File: src/rtl/game_tick_scheduler.sv
// Game tick scheduler: a prescaled base tick drives four periodic channels.
// Channel expiries are queued as pending events and presented one at a time
// over a valid/ready handshake, granted round-robin.
module game_tick_scheduler #(
    parameter int unsigned PRESCALE = 1_000_000
) (
    input  logic       clk,
    input  logic       rst_n,
    input  logic       pause,
    input  logic       cfg_we,
    input  logic [1:0] cfg_ch,
    input  logic [7:0] cfg_period,
    input  logic       evt_ready,
    input  logic       overrun_clr,
    output logic       evt_valid,
    output logic [1:0] evt_id,
    output logic       base_tick,
    output logic [3:0] overrun
);

    localparam int unsigned NUM_CH = 4;
    localparam int unsigned CH_W   = 2;
    localparam int unsigned CNT_W  = 8;
    localparam int unsigned PRE_W  = 32;

    typedef enum logic {
        ST_IDLE    = 1'b0,
        ST_PRESENT = 1'b1
    } state_t;

    logic [PRE_W-1:0]  presc_q;
    logic [CNT_W-1:0]  period_q [NUM_CH];
    logic [CNT_W-1:0]  cnt_q    [NUM_CH];
    logic [CNT_W-1:0]  period_d [NUM_CH];
    logic [CNT_W-1:0]  cnt_d    [NUM_CH];
    logic [NUM_CH-1:0] expire;
    logic [NUM_CH-1:0] pending_q;
    logic [NUM_CH-1:0] pending_d;
    logic [NUM_CH-1:0] ov_set;
    logic [NUM_CH-1:0] overrun_d;
    logic [CH_W-1:0]   last_q;
    logic [CH_W-1:0]   last_d;
    logic [CH_W-1:0]   rr_idx;
    logic [CH_W-1:0]   rr_winner;
    logic              rr_found;
    logic              handshake;
    state_t            state_q;
    state_t            state_d;
    logic              valid_d;
    logic [CH_W-1:0]   id_d;

    // Base tick fires in the last prescaler cycle unless paused.
    always_comb begin
        base_tick = (presc_q == PRE_W'(PRESCALE - 1)) && !pause;
    end

    // Prescaler count, frozen while paused.
    always_ff @(posedge clk or negedge rst_n) begin
        if (!rst_n) begin
            presc_q <= '0;
        end else if (base_tick) begin
            presc_q <= '0;
        end else if (!pause) begin
            presc_q <= presc_q + PRE_W'(1);
        end
    end

    // Channel period/count next state; a config write overrides any expiry.
    always_comb begin
        expire = '0;
        for (int i = 0; i < NUM_CH; i++) begin
            period_d[i] = period_q[i];
            cnt_d[i]    = cnt_q[i];
            if (cfg_we && (cfg_ch == CH_W'(i))) begin
                period_d[i] = cfg_period;
                cnt_d[i]    = '0;
            end else if (base_tick && (period_q[i] != '0)) begin
                if (cnt_q[i] == period_q[i] - CNT_W'(1)) begin
                    expire[i] = 1'b1;
                    cnt_d[i]  = '0;
                end else begin
                    cnt_d[i]  = cnt_q[i] + CNT_W'(1);
                end
            end
        end
    end

    // Channel period and count registers.
    always_ff @(posedge clk or negedge rst_n) begin
        if (!rst_n) begin
            for (int i = 0; i < NUM_CH; i++) begin
                period_q[i] <= '0;
                cnt_q[i]    <= '0;
            end
        end else begin
            for (int i = 0; i < NUM_CH; i++) begin
                period_q[i] <= period_d[i];
                cnt_q[i]    <= cnt_d[i];
            end
        end
    end

    assign handshake = evt_valid && evt_ready;

    // Pending/overrun next state; an expiry beats a same-edge clear.
    always_comb begin
        ov_set = '0;
        for (int i = 0; i < NUM_CH; i++) begin
            pending_d[i] = pending_q[i];
            if (handshake && (evt_id == CH_W'(i))) begin
                pending_d[i] = 1'b0;
            end
            if (cfg_we && (cfg_ch == CH_W'(i)) && !(evt_valid && (evt_id == CH_W'(i)))) begin
                pending_d[i] = 1'b0;
            end
            if (expire[i]) begin
                pending_d[i] = 1'b1;
                ov_set[i]    = pending_q[i] && !(handshake && (evt_id == CH_W'(i)));
            end
        end
        overrun_d = (overrun_clr ? '0 : overrun) | ov_set;
    end

    // Round-robin search starting after the last granted channel.
    always_comb begin
        rr_found  = 1'b0;
        rr_winner = last_q;
        rr_idx    = '0;
        for (int k = 1; k <= NUM_CH; k++) begin
            rr_idx = last_q + CH_W'(k);
            if (!rr_found && pending_q[rr_idx]) begin
                rr_found  = 1'b1;
                rr_winner = rr_idx;
            end
        end
    end

    // Presenter next state: load a winner when idle, retire on handshake.
    always_comb begin
        state_d = state_q;
        valid_d = evt_valid;
        id_d    = evt_id;
        last_d  = last_q;
        case (state_q)
            ST_IDLE: begin
                if (rr_found) begin
                    state_d = ST_PRESENT;
                    valid_d = 1'b1;
                    id_d    = rr_winner;
                end
            end
            ST_PRESENT: begin
                if (evt_ready) begin
                    state_d = ST_IDLE;
                    valid_d = 1'b0;
                    last_d  = evt_id;
                end
            end
            default: begin
                state_d = ST_IDLE;
                valid_d = 1'b0;
            end
        endcase
    end

    // Presenter, pending and overrun registers.
    always_ff @(posedge clk or negedge rst_n) begin
        if (!rst_n) begin
            state_q   <= ST_IDLE;
            evt_valid <= 1'b0;
            evt_id    <= '0;
            last_q    <= CH_W'(NUM_CH - 1);
            pending_q <= '0;
            overrun   <= '0;
        end else begin
            state_q   <= state_d;
            evt_valid <= valid_d;
            evt_id    <= id_d;
            last_q    <= last_d;
            pending_q <= pending_d;
            overrun   <= overrun_d;
        end
    end

endmodule

File: config.mk
export PLATFORM = sky130hd
export DESIGN_NAME = game_tick_scheduler
export DESIGN_NICKNAME = d
export VERILOG_FILES = /design/src/rtl/game_tick_scheduler.sv
export SDC_FILE = /design/constraint.sdc
export NUM_CORES = 1
export LEC_CHECK = 0
export BUFFER_PORTS_ARGS = -buffer_cell sky130_fd_sc_hd__buf_2
export CAP_MARGIN = 20
export CELL_PAD_IN_SITES_DETAIL_PLACEMENT = 1
export CELL_PAD_IN_SITES_GLOBAL_PLACEMENT = 2
export CORE_MARGIN = 3
export CORE_UTILIZATION = 37
export DETAILED_ROUTE_END_ITERATION = 6
export PLACE_DENSITY_LB_ADDON = 0.2
export SLEW_MARGIN = 25
export SYNTH_ARGS = -nofsm -noshare
export SYNTH_HDL_FRONTEND = slang
export SYNTH_SLANG_ARGS = --single-unit
File: constraint.sdc
create_clock -name clk -period 2.1 [get_ports clk]
set_input_delay 0.315 -clock clk [delete_from_list [all_inputs] [get_ports clk]]
set_output_delay 0.315 -clock clk [all_outputs]
set_load 0.02 [all_outputs]
=== After elaboration in Yosys (flattened, before gate mapping) ===
Index checks and enable logic that the tools add are counted.

* Flip-flop bits (word level): 110
* Input port bits: 16
* Logic and storage cells: 173
* Output and inout port bits: 8

* Reductions and logical operators: 58
* Eq/ne operators: 14
* Add/sub/neg operators: 12
* $lt $le $gt $ge: 4
* Bitwise gates (word level): 2
* Multiplexer cells: 65

{| class="wikitable"
|+ Operators with widths
! cell !! number
|-
| 2-to-1 mux 8 bit || 12
|-
| 2-to-1 mux 32 bit || 2
|-
| 2-to-1 mux 1 bit || 40
|-
| adder 32 x 1 -> 32 bit, second input constant || 1
|-
| adder 8 x 1 -> 8 bit, second input constant || 4
|-
| equality test 32 x 20 -> 1 bit, second input constant || 1
|-
| equality test 8 bit || 4
|-
| nonzero test 8 bit || 4
|-
| subtractor 8 x 1 -> 8 bit, second input constant || 4
|-
| logical AND 1 bit || 29
|-
| logical NOT 1 bit || 12
|-
| less-than comparator 2 x 3 -> 1 bit, second input constant || 4
|-
| nonzero test 3 bit || 4
|-
| binary-select mux 1 bit (select 2 bit) || 4
|-
| equality test 2 bit, second input constant || 4
|-
| 2-to-1 mux 2 bit || 4
|-
| nonzero test 2 bit || 4
|-
| AND reduction 2 bit || 3
|-
| adder 2 bit, second input constant || 2
|-
| equality test 2 x 1 -> 1 bit, second input constant || 2
|-
| logical NOT 2 bit || 2
|-
| 2-to-1 mux 4 bit || 1
|-
| != test 2 bit, second input constant || 2
|-
| bitwise OR 4 bit || 1
|-
| other kinds (4) || 5
|}

=== Logic depth before layout (Yosys ltp) ===
* Depth after elaboration: 15
* Mapped depth: 8
* Depth with buffers taken out: 7

=== Worst setup path before layout ===
No wires, ideal clock.

* Path type: register to register
* Start point: reg presc_q[24]
* End point: reg cnt_q[2] in the netlist's numbering
* Stages on the path, launching flop included: 6
* Clock period less this slack: 2.245 ns
* Data arrival time: 2.101 ns
* Path buffers: 0
* Slack: -0.145 ns
* Required time: 1.956 ns
* Setup time: 0.144 ns
* Path through: dfrtp_1 -> nor4_4 -> nand3_4 -> or4_4 -> a2111oi_4 -> nor3_2

* Longest elaborated chain between the ends: 4

{| class="wikitable"
|+ Ends and longest elaborated chain
! element !! line !! source
|-
| start, declared || 31 || <nowiki>logic [PRE_W-1:0] presc_q;</nowiki>
|-
| start signal, assigned || 64 || <nowiki>presc_q <= presc_q + PRE_W'(1);</nowiki>
|-
| equality test 32 x 20 -> 1 bit || 54 || <nowiki>base_tick = (presc_q == PRE_W'(PRESCALE - 1)) && !pause;</nowiki>
|-
| logical AND 1 bit || 54 ||
|-
| logical AND 1 bit || 77 || <nowiki>end else if (base_tick && (period_q[i] != '0)) begin</nowiki>
|-
| nonzero test 2 bit (no source line) || -- ||
|-
| end signal, assigned by index || 98 || <nowiki>cnt_q[i] <= cnt_d[i];</nowiki>
|-
| end, declared || 33 || <nowiki>logic [CNT_W-1:0] cnt_q [NUM_CH];</nowiki>
|}

No other way between the ends.
A chain may end at the register's enable or synchronous reset.

=== Worst setup path in the final report ===
* Start point: reg presc_q[29]
* End point: reg cnt_q[20] in the netlist's numbering

The elaborated chain is that of the path after synthesis.

==> results.py <==
metrics = {
    "detailed_routing": {
        "drtPass1Iterations": 4,
        "vias": 5665,
        "final_antenna_net_count": 0,
        "drt-total-wl_mm": 19.9,
        "dr_wl_met3_um": 519,
        "wl_met2_mm": 10.2,
        "first_iter_violations": 241,
        "via_per_inst": 5.50,
        "drc_errors": 0,
        "route.detailed.wl_per_inst_um": 19.3,
        "top_layer_used": "met4",
        "wl_met1_mm": 9.06,
    },
    "place": {
        "gp_congestion": 0.849,
        "dp_slack_ps": -106,
        "hpwl_mm": 14.0,
        "portBuffers": 23,
    },
    "setup_path": {
        "cp_max_fo": 6,
        "cp_num_buf_inv": 2,
        "cp_slowest_cell": "or4_4",
        "worst-setup-path-type": "reg2reg",
        "cp-startpoint": "presc_q[29]",
        "regToRegSetupSlack_ps": -160,
        "crit_chain": "nor4_4 > buf_4 > nand3_4 > or4_4 > a2111oi_4 > buf_4 > nor2_1",
        "critical_path_arrival_ps": 2510,
        "reg2reg_from": "presc_q[29]",
        "slowest_delay_ps": 630,
        "crit_end": "cnt_q[20]",
        "crit_required_ps": 2350,
        "startpoint_type": "flip-flop",
        "cp_common_cell": "buf_4",
        "rr_worst_depth": 7,
        "crit_path_end_kind": "flip-flop",
        "cp_top_family": "simple AND/OR/NAND/NOR gates",
        "critical_path_depth": 7,
        "rr_endpoint": "cnt_q[20]",
    },
    "timing": {
        "finalCritPeriodShare": 1.07,
        "fmax_mhz": 443,
        "setup_ws_ps": -157,
        "max_slew_margin": 0.606,
        "drv_slew": 0,
        "period_minus_slack_ps": 2260,
        "finalSetupTns_ps": -3410,
        "finalHoldViolations": 0,
        "grt_setup_unrepaired": "true",
        "hold-worst-slack_ps": 218,
        "setup_viol": 36,
        "skew_ps": 16.9,
        "worst_slew_pin_slew_ps": 587,
    },
    "synthesis": {
        "synth_area_mm2": 0.00669,
        "synth_area_leaders": "dfrtp_1 (40%), xnor2_1 (5.8%), nand2_1 (5.7%), xor2_1 (3.5%), mux2i_1 (3.1%)",
        "synthTopCellsByCount": "dfrtp_1 (108), nand2_1 (101), xnor2_1 (44), nor2_1 (42), and3_1 (29)",
        "synth_seq_cells": 110,
        "syn-num-nets": 707,
        "ys_types": 74,
        "synth.top_cell.area_share": 0.404,
        "async_flop_share": 1.00,
        "ys_seq_area_frac": 0.412,
        "syn_inst": 678,
        "yosysTopAreaCell": "dfrtp_1",
        "synth_warnings": 0,
        "syn_avg_cell_area_um2": 9.87,
        "yosysMostFrequentCell": "dfrtp_1",
        "synth_edf_count": 0,
        "synthFlopType": "dfrtp_1",
    },
    "grt": {
        "grt_antenna_before_repair": 0,
        "grt_overflow": 0,
        "first_global_vias": 6206,
        "grt_max_degree": 34,
        "grt_use_total": 0.206,
        "grt_pass1_wl_mm": 32.8,
    },
    "finish": {
        "drive_gt1_frac": 0.319,
        "fin_nets": 829,
        "diodes": 0,
        "synthToLayoutAreaGrowth_pct": 29.0,
        "fillCellCount": 1956,
    },
    "floorplan": {
        "start_util": 0.383,
        "die_w_um": 140,
        "ios": 24,
        "die_y_um": 140,
        "core-area_mm2": 0.0175,
        "rows": 48,
        "die_area_mm2": 0.0197,
    },
    "clock_tree": {
        "numCtsBuffers": 9,
        "root_buffer": "clkbuf_16",
        "clock_latency_ps": 360,
        "cts_num_sinks": 110,
        "path_clk_slew_ps": 80,
        "h-tree-depth": 3,
        "cts_max_path_buffers": 2,
        "cts_tree": "built",
    },
    "worst_hold_path": {
        "hold_class": "in2reg",
    },
    "outcome": {
        "run_status": "finished, violations left",
        "violations": "setup timing",
    },
    "pwr": {
        "peakVddDrop_v": 0.000341,
        "p_total_mw": 5.57,
        "leakage_nw": 3.74,
        "p_per_area_mw_per_mm2": 646,
    },
    "flow_run": {
        "maxCapViolCount": 0,
    },
}
power breakdown:
part / internal [mW] / switching (mW) / leakage, nW
clock network: 0.979 / 0.876 / 0.149
registers: 2.27 / 0.166 / 1.45
logic: 0.613 / 0.666 / 2.14
repair_timing:
action / in CTS / in global routing
setup endpoints to repair: 35 / 41
cloned: 3 / 0
gates resized for setup: 37 / 37
hold buffers: 1 / 0
pin swaps: 24 / 22
buffers inserted: 19 / 7
endpoints found under the hold margin: 29 / 0
layout make-up:
class                      instances  area [um^2]  area share
clock buffer                      10          239      0.0277
sequential                       110         2760       0.319
timing repair buffer             136         1140       0.132
inverter                          19         71.3     0.00827
tap                              225          282      0.0326
multi-input combinational        524         4060       0.471
clock inverter                     6         76.3     0.00885
metal layers:
layer | GRT usage | up-vias
met5 | 0 | -
met4 | 0.0515 | 0
met3 | 0.0297 | 15
met2 | 0.355 | 64
met1 | 0.273 | 2892
li1 | - | 2694
placed cells by master (no fill, tap or decap), drive strengths merged, types with 3 or more instances in the layout:
cell type	count
a31o	4
clkbuf	11
a21oi	7
mux2i	21
nor2	42
o21ai	30
nand4	13
nor2b	5
a2111oi	3
and4	5
inv	21
nand3	16
a21o	5
nand2	101
nor4	14
a211oi	15
o22ai	4
ha	13
nand2b	7
xnor2	44
nor4b	5
mux2	17
o41ai	6
and3	29
o21a	6
o211ai	6
nor3b	5
dfrtp	108
xor2	27
nand3b	6
buf	134
o2111ai	3
o31ai	5
nor3	23
or4	5
through the flow:
stage	cell area [um^2]	std cells	util
5_1_grt	8630	1030	0.494
3_5_place_dp	7720	987	0.442
3_3_place_gp	7720	987	0.442
4_1_cts	8450	1026	0.484
6_report	8630	1030	0.494
2_1_floorplan	6730	678	-
logic make-up after synthesis:
group	share of synthesized area
flops	0.412
compound gates	0.131
buf+inv	0.0296
simple gates	0.250
fa+ha+maj	0.0243
mux	0.0600
xor+xnor	0.0930
tightest hold or removal path, cell delays in order:
cell	delay, ps
buf_2	130
nand2_1	60
nand2_1	40
worst min-delay path by stage:
stage / start / endpoint / slack (ps) / cells after the start
3_3_place_gp: rst_n / presc_q[31] / 330 / 1
3_5_place_dp: rst_n / cnt_q[6] / 330 / 1
5_1_grt: cfg_period[7] / period_q[31] / 220 / 3
6_report: cfg_period[7] / period_q[23] / 220 / 3
4_1_cts: cfg_period[7] / period_q[31] / 210 / 3
2_1_floorplan: rst_n / cnt_q[0] / 20 / 0
registers in the layout, summed over array words and instances (netlist names):
| signal | cells |
|---|---|
| cnt_q | 32 |
| period_q | 32 |
| presc_q | 32 |
| overrun | 4 |
| pending_q | 4 |
| evt_id | 2 |
| last_q | 2 |
| evt_valid | 1 |
| state_q | 1 |
(Power assumes the default switching activity.)
